==> src/rtl/register_file_32x32_pkg.sv <==
// Shared constants for the 32x32 general register file.
package register_file_32x32_pkg;
    localparam int DATA_W   = 32;
    localparam int ADDR_W   = 5;
    localparam int NUM_REGS = 2 ** ADDR_W;
    localparam int SP_IDX   = 29;
    localparam logic [DATA_W-1:0] SP_RESET = 32'h03ffffff;

    function automatic logic [NUM_REGS-1:0] dec_onehot(input logic [ADDR_W-1:0] a);
        dec_onehot    = '0;
        dec_onehot[a] = 1'b1;
    endfunction
endpackage

==> src/rtl/register_file_32x32_reg32_ld.sv <==
// Load-enabled register with an async active-low reset to a per-instance reset value.
module reg32_ld #(
    parameter int W = 32
) (
    input  logic         clk,
    input  logic         rst,
    input  logic         ld,
    input  logic [W-1:0] rst_val,
    input  logic [W-1:0] d,
    output logic [W-1:0] q
);
    always_ff @(posedge clk or negedge rst) begin
        if (!rst)    q <= rst_val;
        else if (ld) q <= d;
    end
endmodule

==> src/rtl/register_file_32x32.sv <==
// 32 x 32-bit register file: 2 registered read ports, 1 write port, R0 hardwired zero,
// write-first bypass when a read and a write hit the same register on the same edge.
module register_file_32x32
    import register_file_32x32_pkg::*;
(
    input  logic              clk,
    input  logic              rst,
    input  logic              read,
    input  logic              write,
    input  logic [ADDR_W-1:0] addr_r1,
    input  logic [ADDR_W-1:0] addr_r2,
    input  logic [ADDR_W-1:0] addr_w,
    input  logic [DATA_W-1:0] data_w,
    output logic [DATA_W-1:0] data_r1,
    output logic [DATA_W-1:0] data_r2,
    output logic              wr_ack
);
    logic [NUM_REGS-1:0][DATA_W-1:0] regs;
    logic [NUM_REGS-1:0]             we;
    logic                            wr_ok;
    logic                            byp1, byp2;
    logic [DATA_W-1:0]               nxt1, nxt2;

    assign wr_ok = write && (addr_w != '0);

    // Gating by write keeps an unknown addr_w from reaching any load enable.
    always_comb begin
        we    = dec_onehot(addr_w) & {NUM_REGS{write}};
        we[0] = 1'b0;
    end

    assign regs[0] = '0;

    genvar i;
    generate
        for (i = 1; i < NUM_REGS; i++) begin : g_reg
            localparam logic [DATA_W-1:0] RV = (i == SP_IDX) ? SP_RESET : '0;
            reg32_ld #(.W(DATA_W)) u_reg (
                .clk    (clk),
                .rst    (rst),
                .ld     (we[i]),
                .rst_val(RV),
                .d      (data_w),
                .q      (regs[i])
            );
        end
    endgenerate

    assign byp1 = read && wr_ok && (addr_r1 == addr_w);
    assign byp2 = read && wr_ok && (addr_r2 == addr_w);
    assign nxt1 = byp1 ? data_w : regs[addr_r1];
    assign nxt2 = byp2 ? data_w : regs[addr_r2];

    always_ff @(posedge clk or negedge rst) begin
        if (!rst) begin
            data_r1 <= '0;
            data_r2 <= '0;
            wr_ack  <= 1'b0;
        end else begin
            wr_ack <= wr_ok;
            if (read) begin
                data_r1 <= nxt1;
                data_r2 <= nxt2;
            end
        end
    end
endmodule

==> config.mk <==
export PLATFORM = sky130hd
export DESIGN_NAME = register_file_32x32
export DESIGN_NICKNAME = d
export VERILOG_FILES = /design/src/rtl/register_file_32x32_pkg.sv /design/src/rtl/register_file_32x32_reg32_ld.sv /design/src/rtl/register_file_32x32.sv
export SDC_FILE = /design/constraint.sdc
export NUM_CORES = 2
export LEC_CHECK = 0
export CORE_ASPECT_RATIO = 2
export CORE_MARGIN = 2
export CORE_UTILIZATION = 40
export CTS_BUF_LIST = sky130_fd_sc_hd__clkbuf_8 sky130_fd_sc_hd__clkbuf_16
export CTS_CLUSTER_SIZE = 12
export DETAILED_ROUTE_END_ITERATION = 10
export PLACE_DENSITY = 0.56
export SYNTH_ARGS = -nofsm -noshare
export SYNTH_HDL_FRONTEND = slang
export SYNTH_SLANG_ARGS = --single-unit
==> constraint.sdc <==
create_clock -name clk -period 2.9 [get_ports clk]
set_clock_uncertainty 0.1 [all_clocks]
set_input_delay 0.58 -clock clk [delete_from_list [all_inputs] [get_ports clk]]
set_output_delay 0.58 -clock clk [all_outputs]
set_load 0.05 [all_outputs]
==> metrics.txt <==
# TYPE chip_impl_metric gauge
chip_impl_info{name="critical_path_class",value="register to primary output"} 1
chip_impl_info{name="rsz0062_at_grt",value="false"} 1
chip_impl_metric{name="total_setup_buffers_inserted_after_cts",unit=""} 0
chip_impl_metric{name="area_of_the_die",unit="sq um"} 141000
chip_impl_metric{name="drive_above_1_share",unit=""} 0.426
chip_impl_metric{name="drtAntennaViolNets",unit=""} 0
chip_impl_info{name="ys_top_cells_by_area",value="sky130_fd_sc_hd__dfrtp_1 47%, sky130_fd_sc_hd__mux2_2 17%, sky130_fd_sc_hd__mux4_2 16%"} 1
chip_impl_metric{name="route.met3.wl",unit="mm"} 9.68
chip_impl_metric{name="rr_worst_depth",unit=""} 5
chip_impl_info{name="r2r_end",value="data_r1[4]$_DFFE_PN0P_"} 1
chip_impl_metric{name="drv.max_cap_violation_count",unit=""} 0
chip_impl_metric{name="dp_hpwl",unit="mm"} 130
chip_impl_metric{name="yosys_warnings",unit=""} 0
chip_impl_metric{name="x_dimension_of_the_die",unit="um"} 266
chip_impl_info{name="clock-root-buffer",value="sky130_fd_sc_hd__clkbuf_16"} 1
chip_impl_metric{name="met2_length",unit="mm"} 97.3
chip_impl_metric{name="drt_pre_antenna_iters",unit=""} 8
chip_impl_metric{name="floorplan.initialDensity",unit=""} 0.403
chip_impl_metric{name="ys_seq_area_frac",unit=""} 0.481
chip_impl_metric{name="post_synth_inst_count",unit=""} 4027
chip_impl_metric{name="h-tree-depth",unit=""} 3
chip_impl_metric{name="antenna_found_initial",unit=""} 6
chip_impl_info{name="hold_class",value="input pin to asynchronous set/reset pin"} 1
chip_impl_metric{name="timing.final.max_slew_violations",unit=""} 0
chip_impl_info{name="timing.critical_path.slowest_stage_cell",value="sky130_fd_sc_hd__clkdlybuf4s50_1"} 1
chip_impl_metric{name="layout_worst_path_cycle_share",unit=""} 0.986
chip_impl_metric{name="synth_largest_type_area_fraction",unit=""} 0.469
chip_impl_metric{name="worstSkewPairLatency",unit="ns"} 0.74
chip_impl_metric{name="flip_flop_and_latch_count_after_synthesis",unit=""} 1057
chip_impl_info{name="category_of_the_worst_setup_path_launch_point",value="register"} 1
chip_impl_metric{name="routabilityCongestion",unit=""} 0.840
chip_impl_info{name="topRoutingLayerUsed",value="met4"} 1
chip_impl_metric{name="powerDensity",unit="nW/um^2"} 660
chip_impl_info{name="cp_cell_sequence",value="clkdlybuf4s50_1"} 1
chip_impl_metric{name="netlist_cell_types",unit=""} 57
chip_impl_metric{name="groute.usage.overall",unit=""} 0.272
chip_impl_metric{name="n_fill_cell",unit=""} 12039
chip_impl_metric{name="post_syn_nets",unit=""} 4078
chip_impl_metric{name="grt_start_max_net_pins",unit=""} 118
chip_impl_metric{name="routedWlPerCell",unit="um"} 31.4
chip_impl_metric{name="power_leakage",unit="nW"} 27.6
chip_impl_metric{name="area_growth_syn_to_layout",unit="%"} 16.4
chip_impl_metric{name="global_route_wire_length_before_repair",unit="mm"} 279
chip_impl_metric{name="async_flop_share",unit=""} 1.00
chip_impl_metric{name="final_util",unit=""} 0.469
chip_impl_metric{name="slew-limit-headroom",unit=""} 0.134
chip_impl_metric{name="report.final.setup_viol",unit=""} 0
chip_impl_metric{name="synth_enable_flop_cells",unit=""} 0
chip_impl_info{name="yosysTopAreaCell",value="sky130_fd_sc_hd__dfrtp_1"} 1
chip_impl_metric{name="global_route.overflow_total",unit=""} 0
chip_impl_metric{name="postSynthAreaPerCell",unit="sq um"} 13.7
chip_impl_metric{name="register_clock_pin_slew_on_the_reported_worst_setup_and_hold_paths",unit="ns"} 0.06
chip_impl_metric{name="floorplan.rows",unit=""} 192
chip_impl_metric{name="worstPathArrival",unit="ns"} 2.18
chip_impl_metric{name="cts_buffers",unit=""} 102
chip_impl_metric{name="critical_path_peak_fanout",unit=""} 2
chip_impl_metric{name="irDropWorstVdd",unit="uV"} 576
chip_impl_metric{name="final.min_clock_period",unit="ns"} 2.86
chip_impl_metric{name="drc",unit=""} 0
chip_impl_info{name="outcome",value="finished clean"} 1
chip_impl_metric{name="place.detailed.instances",unit=""} 5855
chip_impl_metric{name="final_std_cells_w_o_fill",unit=""} 6036
chip_impl_metric{name="ff_to_ff_setup_slack",unit="ns"} 0.55
chip_impl_metric{name="port-buffer-count",unit=""} 115
chip_impl_metric{name="grt_pass1_vias",unit=""} 39664
chip_impl_metric{name="coreArea",unit="sq um"} 137000
chip_impl_metric{name="cts_max_path_buffers",unit=""} 3
chip_impl_metric{name="ios",unit=""} 116
chip_impl_metric{name="critical_path.n_buffers_inverters",unit=""} 1
chip_impl_metric{name="mappedNetlistArea",unit="sq um"} 55000
chip_impl_metric{name="worstMarginPinSlew",unit="ns"} 1.30
chip_impl_metric{name="critical-path-max-stage-delay",unit="ns"} 0.88
chip_impl_metric{name="routedLengthMet1",unit="mm"} 73.9
chip_impl_info{name="setup.worst_path.end_class",value="primary output"} 1
chip_impl_metric{name="detail_route.vias_per_cell",unit=""} 6.25
chip_impl_metric{name="report.final.hold_viol_count",unit=""} 0
chip_impl_metric{name="critical_path_data_required_time",unit="ns"} 2.22
chip_impl_info{name="clock_tree_from_tritoncts",value="yes"} 1
chip_impl_metric{name="drt-total-wl",unit="mm"} 189
chip_impl_metric{name="maxClockFrequency",unit="GHz"} 0.350
chip_impl_metric{name="drt_iter0_markers",unit=""} 3032
chip_impl_info{name="synth-main-ff-cell",value="sky130_fd_sc_hd__dfrtp_1"} 1
chip_impl_info{name="rr_startpoint",value="g_reg[1].u_reg.q[4]$_DFFE_PN0P_"} 1
chip_impl_info{name="worst_path_dominant_cell_family",value="buffers and inverters"} 1
chip_impl_metric{name="vertical_extent_of_the_die",unit="um"} 529
chip_impl_metric{name="nets",unit=""} 4265
chip_impl_metric{name="clock_sinks",unit=""} 1057
chip_impl_metric{name="detailroute.via_count",unit=""} 37735
area by class of cell:
cell class,instances,area (sq um),area share
Sequential cell,1057,26500,0.413
Antenna cell,3,7.51,0.000117
Timing Repair Buffer,502,5570,0.0869
Multi-Input combinational cell,2532,26700,0.416
Inverter,19,71.3,0.00111
Tap cell,1746,2180,0.0341
Clock buffer,115,2740,0.0428
Clock inverter,62,333,0.00520
layout by cell type, fill, tap and decap left out, drive strengths merged, types with 2 or more instances in the layout:
cell type | synthesis | routed
clkinv | 1 | 4
o221ai | 18 | 18
a221oi | 61 | 61
dfstp | 26 | 26
nand2b | 5 | 5
a222oi | 22 | 22
a22oi | 59 | 59
a2bb2oi | 16 | 16
o22ai | 88 | 88
dfrtp | 1031 | 1031
mux2i | 150 | 150
a311oi | 2 | 2
a21oi | 9 | 9
nor3b | 4 | 4
dlygate4sd2 | 0 | 2
nor2b | 16 | 16
o211ai | 18 | 18
a22o | 39 | 39
nand3b | 4 | 4
xor2 | 9 | 9
nor3 | 25 | 25
clkdlybuf4s50 | 0 | 103
clkbuf | 230 | 115
nor2 | 85 | 85
and3 | 3 | 3
mux2 | 832 | 832
a211oi | 9 | 9
or2 | 2 | 2
o21ai | 262 | 262
and2 | 4 | 4
mux4 | 398 | 398
inv | 18 | 75
diode | 0 | 3
buf | 189 | 396
nand2 | 329 | 329
a41oi | 16 | 16
o311ai | 32 | 32
nand3 | 5 | 5
per-layer routing:
metal / GRT usage / vias to the layer above
met4: 0.113 / 0
met1: 0.340 / 20385
met3: 0.0363 / 384
li1: - / 15704
met5: 0 / -
met2: 0.472 / 1262
Yosys cell counts, drive strengths merged, types with 2 or more instances:
cell type and n:
and3 3, and2 4, o311ai 32, nor2b 16, dfstp 26, dfrtp 1031
a22o 39, a2bb2oi 16, nand2b 5, nand3b 4, a22oi 59, nor3b 4
o211ai 18, buf 189, a21oi 9, a41oi 16, a311oi 2, a211oi 9
o22ai 88, inv 18, o21ai 262, nor3 25, clkbuf 230, nor2 85
or2 2, o221ai 18, mux4 398, mux2i 150, a221oi 61, a222oi 22
nand3 5, nand2 329, xor2 9, mux2 832
cell families (layout without fill, tap and decap cells):
logic type	Yosys count	count (layout)	share of synthesized area
AOI/OAI and AO/OA	656	656	0.0820
xor gates and xnor gates	10	10	0.00159
buffers and inverters	438	698	0.0375
DFF	1057	1057	0.481
muxes	1380	1380	0.360
other	0	3	0
and+or+nand+nor	486	486	0.0371
report_power, final:
group / leakage (nW) / internal [mW] / switching [mW]
Combinational: 12.4 / 5.27 / 4.32
Clock: 1.70 / 6.80 / 6.02
Sequential: 13.5 / 17.6 / 2.24
what timing repair did:
item                                    CTS  global route
hold endpoints to repair                 48             0
endpoints found under the setup margin    2             0
hold buffers                              1             0
gates resized for setup                   2             0
how the worst max path moves through the flow:
stage,start,end,slack (ns),cells after the start
2_1_floorplan,addr_r2[2],data_r2[12]$_DFFE_PN0P_,0.52,8
4_1_cts,data_r2[24]$_DFFE_PN0P_,data_r2[24],0.003,1
6_report,data_r2[6]$_DFFE_PN0P_,data_r2[6],0.04,1
5_1_grt,data_r2[8]$_DFFE_PN0P_,data_r2[8],0.005,1
3_5_place_dp,addr_r1[1],data_r1[4]$_DFFE_PN0P_,-0.17,7
3_3_place_gp,addr_r1[1],data_r1[4]$_DFFE_PN0P_,-0.16,7
state kept, by name, summed over array words and instances, names as in the netlist:
name,count
g.u_reg.q,992
data_r2,32
data_r1,32
wr_ack,1
through the flow:
stage	power (mW)	worst slack, ns	hold WS (ns)	instance area (sq um)	TNS [ns]
final	42.3	0.0420	0.233	64000	0
after global routing	44.1	0.00548	0.241	64000	0
after CTS	42.6	0.00312	0.209	64000	0
after detailed placement	29.7	-0.172	0.383	61000	-0.849
after global placement	29.4	-0.158	0.374	61000	-0.481
after floorplan	26.0	0.517	0.184	55000	0
No activity file was read; power rests on OpenSTA's default activity.
